--- src/rtl/cache_defs.sv ---
// Shared cache-subsystem definitions: default geometry of the data memory
// path and the write-buffer drain state encoding.
package cache_defs;
    localparam int WB_DEPTH    = 4;
    localparam int WORD_ADDR_W = 10;
    localparam int WORD_DATA_W = 32;

    typedef enum logic {
        WB_IDLE  = 1'b0,
        WB_WRITE = 1'b1
    } wb_state_e;
endpackage

--- src/rtl/wb_fifo_store.sv ---
// Write-buffer storage: circular FIFO of address/data entries with in-place
// coalescing of pushes and youngest-first associative read forwarding.
module wb_fifo_store
    import cache_defs::*;
#(
    parameter int DEPTH  = WB_DEPTH,
    parameter int ADDR_W = WORD_ADDR_W,
    parameter int DATA_W = WORD_DATA_W,
    localparam int PTR_W = $clog2(DEPTH),
    localparam int CNT_W = $clog2(DEPTH + 1)
) (
    input  logic              clk,
    input  logic              rst,
    input  logic              push,
    input  logic [ADDR_W-1:0] push_addr,
    input  logic [DATA_W-1:0] push_data,
    input  logic              pop,
    input  logic              head_locked,
    input  logic [ADDR_W-1:0] rd_addr,
    output logic              full,
    output logic [CNT_W-1:0]  count,
    output logic [ADDR_W-1:0] head_addr,
    output logic [DATA_W-1:0] head_data,
    output logic [ADDR_W-1:0] next_addr,
    output logic [DATA_W-1:0] next_data,
    output logic              rd_hit,
    output logic [DATA_W-1:0] rd_data
);
    logic [ADDR_W-1:0] addr_q [DEPTH];
    logic [DATA_W-1:0] data_q [DEPTH];
    logic [DEPTH-1:0]  valid;
    logic [PTR_W-1:0]  head, tail, next_ptr, fwd_idx, coal_idx;
    logic              coal, alloc;

    assign full     = (count == CNT_W'(DEPTH));
    assign next_ptr = head + PTR_W'(1);

    // The locked head is already on the memory bus, so it must never absorb a push.
    always_comb begin
        coal     = 1'b0;
        coal_idx = '0;
        for (int i = 0; i < DEPTH; i++) begin
            if (valid[i] && addr_q[i] == push_addr &&
                !(head_locked && PTR_W'(i) == head)) begin
                coal     = push;
                coal_idx = PTR_W'(i);
            end
        end
    end

    assign alloc = push && !coal && (!full || pop);

    // Entries loaded onto the bus on the same edge as a coalesce take the new data.
    assign head_addr = addr_q[head];
    assign head_data = (coal && coal_idx == head) ? push_data : data_q[head];
    assign next_addr = addr_q[next_ptr];
    assign next_data = (coal && coal_idx == next_ptr) ? push_data : data_q[next_ptr];

    // Walk oldest to youngest so the last match (youngest) wins.
    always_comb begin
        rd_hit  = 1'b0;
        rd_data = '0;
        fwd_idx = '0;
        for (int i = 0; i < DEPTH; i++) begin
            fwd_idx = head + PTR_W'(i);
            if (valid[fwd_idx] && addr_q[fwd_idx] == rd_addr) begin
                rd_hit  = 1'b1;
                rd_data = data_q[fwd_idx];
            end
        end
    end

    always_ff @(posedge clk) begin
        if (rst) begin
            valid <= '0;
            head  <= '0;
            tail  <= '0;
            count <= '0;
        end else begin
            if (pop) begin
                valid[head] <= 1'b0;
                head        <= next_ptr;
            end
            if (alloc) begin
                valid[tail] <= 1'b1;
                tail        <= tail + PTR_W'(1);
            end
            count <= count + CNT_W'(alloc) - CNT_W'(pop);
        end
    end

    always_ff @(posedge clk) begin
        if (coal)
            data_q[coal_idx] <= push_data;
        if (alloc && !rst) begin
            addr_q[tail] <= push_addr;
            data_q[tail] <= push_data;
        end
    end
endmodule

--- src/rtl/cache_write_buffer.sv ---
// Write-through buffer between the D-cache controller and main data memory:
// buffers writes in one cycle and drains them through a ready handshake.
module cache_write_buffer
    import cache_defs::*;
#(
    parameter int DEPTH  = WB_DEPTH,
    parameter int ADDR_W = WORD_ADDR_W,
    parameter int DATA_W = WORD_DATA_W
) (
    input  logic              clk,
    input  logic              rst,
    input  logic              wb_push,
    input  logic [ADDR_W-1:0] wb_addr,
    input  logic [DATA_W-1:0] wb_data,
    output logic              wb_full,
    output logic              wb_empty,
    input  logic [ADDR_W-1:0] rd_addr,
    output logic              rd_hit,
    output logic [DATA_W-1:0] rd_data,
    output logic              mem_write,
    output logic [ADDR_W-1:0] mem_addr,
    output logic [DATA_W-1:0] mem_wdata,
    input  logic              mem_ready
);
    localparam int CNT_W = $clog2(DEPTH + 1);

    wb_state_e         state;
    logic              pop;
    logic [CNT_W-1:0]  count;
    logic [ADDR_W-1:0] head_addr, next_addr;
    logic [DATA_W-1:0] head_data, next_data;

    assign pop      = mem_write && mem_ready;
    assign wb_empty = (count == '0);

    wb_fifo_store #(.DEPTH(DEPTH), .ADDR_W(ADDR_W), .DATA_W(DATA_W)) u_store (
        .clk         (clk),
        .rst         (rst),
        .push        (wb_push),
        .push_addr   (wb_addr),
        .push_data   (wb_data),
        .pop         (pop),
        .head_locked (mem_write),
        .rd_addr     (rd_addr),
        .full        (wb_full),
        .count       (count),
        .head_addr   (head_addr),
        .head_data   (head_data),
        .next_addr   (next_addr),
        .next_data   (next_data),
        .rd_hit      (rd_hit),
        .rd_data     (rd_data)
    );

    always_ff @(posedge clk) begin
        if (rst) begin
            state     <= WB_IDLE;
            mem_write <= 1'b0;
            mem_addr  <= '0;
            mem_wdata <= '0;
        end else begin
            case (state)
                WB_IDLE: begin
                    if (count != '0) begin
                        state     <= WB_WRITE;
                        mem_write <= 1'b1;
                        mem_addr  <= head_addr;
                        mem_wdata <= head_data;
                    end
                end
                WB_WRITE: begin
                    // Back-to-back drain: the entry behind the popped head goes out next.
                    if (mem_ready) begin
                        if (count > CNT_W'(1)) begin
                            mem_addr  <= next_addr;
                            mem_wdata <= next_data;
                        end else begin
                            state     <= WB_IDLE;
                            mem_write <= 1'b0;
                        end
                    end
                end
                default: begin
                    state     <= WB_IDLE;
                    mem_write <= 1'b0;
                end
            endcase
        end
    end
endmodule

--- config.mk ---
export PLATFORM = sky130hd
export DESIGN_NAME = cache_write_buffer
export DESIGN_NICKNAME = d
export VERILOG_FILES = /design/src/rtl/cache_defs.sv /design/src/rtl/wb_fifo_store.sv /design/src/rtl/cache_write_buffer.sv
export SDC_FILE = /design/constraint.sdc
export NUM_CORES = 1
export LEC_CHECK = 0
export ABC_CLOCK_PERIOD_IN_PS = 5900
export BUFFER_PORTS_ARGS = -buffer_cell sky130_fd_sc_hd__buf_2
export CAP_MARGIN = 25
export CELL_PAD_IN_SITES_DETAIL_PLACEMENT = 1
export CELL_PAD_IN_SITES_GLOBAL_PLACEMENT = 1
export CORE_ASPECT_RATIO = 0.6
export CORE_UTILIZATION = 53
export DETAILED_ROUTE_END_ITERATION = 10
export MAX_ROUTING_LAYER = met4
export PLACE_DENSITY_LB_ADDON = 0.1
export RECOVER_POWER = 100
export SLEW_MARGIN = 15
export SYNTH_ARGS = -nofsm -noshare
export SYNTH_HDL_FRONTEND = slang
export SYNTH_HIERARCHICAL = 1
export SYNTH_SLANG_ARGS = --single-unit
--- constraint.sdc ---
create_clock -name clk -period 5.9 [get_ports clk]
set_input_delay 0 -clock clk [delete_from_list [all_inputs] [get_ports clk]]
set_output_delay 0 -clock clk [all_outputs]
set_load 0.005 [all_outputs]
==> results.cfg <==
[layout]
fill_cells = 2784
areaGrowthSynthToFinish_pct = 11.3
final_area_um2 = 16200
final_util_pct = 60.8
drive_above_1_share_pct = 23.3
diodes = 0
nets = 1365

[timing]
clock_skew_ns = 0.0165
clock.fmax_mhz = 189
slew_headroom_pct = -16.0
drv_slew = 76
rsz0062_at_grt = false
min_period_ns = 5.30
final_hold_viol_count = 0
setup-tns-final_ns = 0
whs_ns = 0.110
final-setup-viol-count = 0
fin_crit_sh_pct = 89.9
tightest_slew_ns = 1.74

[die]
dieArea_um2 = 28200
die-width_um = 216
initial_core_util_pct = 54.6
die_height_um = 130
rows = 46
io_pins = 134
core_area_um2 = 26700

[synth]
netlist_area_um2 = 14600
avgSynthCellArea_um2 = 12.3
synth.distinct_cells = 74
synth_cells = 1188
synth-seq-area-share_pct = 42.4
ys.flop_type = edfxtp_1
ys.warnings.count = 6
synthesis.nets = 1254
synth-seq-cells = 225
synth-edff-count = 168
async_reset_ff_share_pct = 0

[critical_path]
r2r_slack_ns = 0.84
worstRegToRegCells = 10
worstPathRequired_ns = 5.90
critical_path_arrival_ns = 5.30
r2r_end = u_store/data_q[1][3]$_DFFE_PP_
end_kind = output pin
rr_startpoint = u_store/head[0]$_SDFFE_PP0P_
startpoint = u_store/head[0]$_SDFFE_PP0P_
worst-setup-path-type = flip-flop to output pin
cp_max_fo = 67
crit_path_start_kind = flip-flop

[clocking]
tritoncts = yes
root_buffer = clkbuf_16
clk_latency_ns = 0.53
path_clk_slew_ns = 0.06
cts-buffers-inserted = 23
clock-sinks = 225
ctsResizeCount = 0
htree_levels = 1
clockBufferDepth = 3

[status]
violations = max-capacitance violations, max-slew violations
status = finished with violations

[min_path]
min-delay-path-class = primary input to flip-flop
hold-path-endpoint = u_store/tail[0]$_SDFFE_PP0N_
min_path_cells = 6
min_from = wb_push

[drt]
avgViaCountPerCell = 6.77
first_iter_violations = 1177
post_drt_wl_per_cell_um = 28.0
drt_pass1_iterations = 7
wirelength_um = 46900
num_vias = 11300
ant_nets = 0
drc = 0

[placement]
port_buffers = 133
place_area_um2 = 15200
dp_hpwl_um = 30000
place_congestion = 0.958

[global_routing]
grt_pass1_wl_um = 70700
grt_max_degree = 148
grt.total_usage_pct = 34.3
antenna_found_initial = 0
grt_pass1_vias = 11300
grt-ovfl-total = 0

[pwr]
power.density_nw_per_um2 = 358
p_leak_uw = 0.00536
ir_drop_mv = 0.596

[flow_run]
cap_violations = 2
==> cell usage after synthesis (3+ instances only) <==
cell type	count	area [um^2]
and2_1	7	43.8
nor4_1	3	18.8
mux4_2	85	1910
a21oi_2	3	26.3
o2111ai_1	3	26.3
inv_1	56	210
buf_8	5	75.1
nor2b_1	7	43.8
nand2b_1	13	81.3
dfxtp_1	57	1140
nand2_1	16	60.1
clkbuf_1	42	158
o221a_2	3	33.8
o21ai_1	9	45.0
a221oi_1	29	254
o21ai_0	27	135
edfxtp_1	168	5040
a31o_2	6	52.6
nand4_1	14	87.6
xor2_1	13	114
a221oi_2	3	45.0
nor3_1	4	20.0
o22ai_1	31	194
xnor2_1	68	596
mux2_2	97	1090
mux4_1	4	105
buf_4	4	30.0
nor2_1	73	274
a21oi_1	111	556
o2bb2ai_1	3	26.3
o221a_1	39	439
ha_1	9	113
nand3_1	10	50.1
mux2i_1	63	631
buf_6	17	191
buf_2	38	190
==> worst max-delay path by stage <==
stage	to	slack, ns	cells past startpoint
floorplan	u_store/data_q[3][0]$_DFFE_PP_	1.87	10
global placement	rd_data[26]	1.79	11
detailed placement	u_store/data_q[1][1]$_DFFE_PP_	1.60	10
CTS	rd_data[24]	1.15	11
global route	rd_data[26]	0.52	11
finish	rd_data[24]	0.60	11
==> report_power, final <==
group | internal (uW) | leakage (uW) | switching, uW | total [uW]
Combinational | 943 | 0.00300 | 1260 | 2210
Clock | 813 | 0.000358 | 636 | 1450
Sequential | 1940 | 0.00200 | 213 | 2150
Total | 3690 | 0.00536 | 2110 | 5810
==> sequential cells by signal, summed over array words and instances, names as in the netlist, named ones only <==
register        flops
mem_addr           10
mem_wdata          32
mem_write           1
state               1
u_store/addr_q     40
u_store/count       3
u_store/data_q    128
u_store/head        2
u_store/tail        2
u_store/valid       4
==> layout by cell type, fill, tap and decap left out, types with 4 or more instances in the layout <==
cell type      synthesis  routed
buf_4                  4      14
dlygate4sd3_1          0      43
mux4_2                85      85
clkbuf_2               1       4
inv_1                 56      56
nand2b_1              13      13
o221a_1               39      39
mux2i_1               63      63
nand3_1               10      10
nand2_1               16      16
xor2_1                13      13
nor2b_1                7       5
clkbuf_16              0      23
mux2_1                 2       4
nor3_1                 4       4
xnor2_1               68      68
clkinv_2               0       4
o22ai_1               31      31
a31o_2                 6       6
ha_1                   9       8
mux2_2                97      95
dfxtp_1               57      54
clkbuf_8               0       4
buf_2                 38      38
o21ai_0               27      34
a21oi_1              111     111
clkbuf_1              42      99
nor2_1                73      73
a221oi_1              29      29
mux4_1                 4       4
nand4_1               14      14
nor4_1                 3       4
and2_0                 0       4
edfxtp_1             168     168
==> final cells by class <==
class                           instances  area [um^2]  area share [%]
Timing Repair Buffer                  195         1120            6.91
Tap cell                              360          450            2.77
Inverter                               56          210            1.29
Sequential cell                       225         6190            38.1
Multi-Input combinational cell        798         7540            46.4
Clock inverter                          9         70.1           0.432
Clock buffer                           33          653            4.02
==> routing by layer <==
layer | track usage [%] | part of all wire (%) | vias to the layer above
li1 | - | - | 4867
met1 | 48.2 | 45 | 5796
met2 | 49.7 | 43 | 608
met3 | 9.44 | 10 | 78
met4 | 7.17 | 1.6 | 0
met5 | - | 0 | -
==> logic make-up after synthesis <==
logic type / count (synthesis) / synth area share, %
AO/OA/AOI/OAI: 293 / 14.2
flip-flops: 225 / 42.4
adder cells (fa/ha/maj): 10 / 0.910
multiplexers: 253 / 26.0
buffers and inverters: 165 / 6.06
XOR/XNOR: 81 / 4.87
AND/OR/NAND/NOR: 161 / 5.55
==> metrics by stage <==
stage | total power [uW] | instances | setup WS [ns]
floorplan | 3720 | 1188 | 1.87
global placement | 4250 | 1591 | 1.79
detailed placement | 4330 | 1591 | 1.60
CTS | 5820 | 1676 | 1.15
global route | 6060 | 1676 | 0.518
finish | 5810 | 1676 | 0.596
==> timing repair <==
action / in CTS / in global routing
hold buffers: 43 / 0
setup buffers: 0 / 0
endpoints found under the hold margin: 201 / 0
==> worst max-delay path, stage by stage (launching register included) <==
cell and delay, ns:
dfxtp_1 0.38, inv_1 0.22, ha_4 0.89, mux4_2 0.63
xnor2_1 0.22, nand2_1 0.20, a211o_1 0.34, nor2_2 0.92
buf_4 0.40, a221oi_1 0.15, o22ai_1 0.24, buf_2 0.17
(Power assumes the default switching activity.)
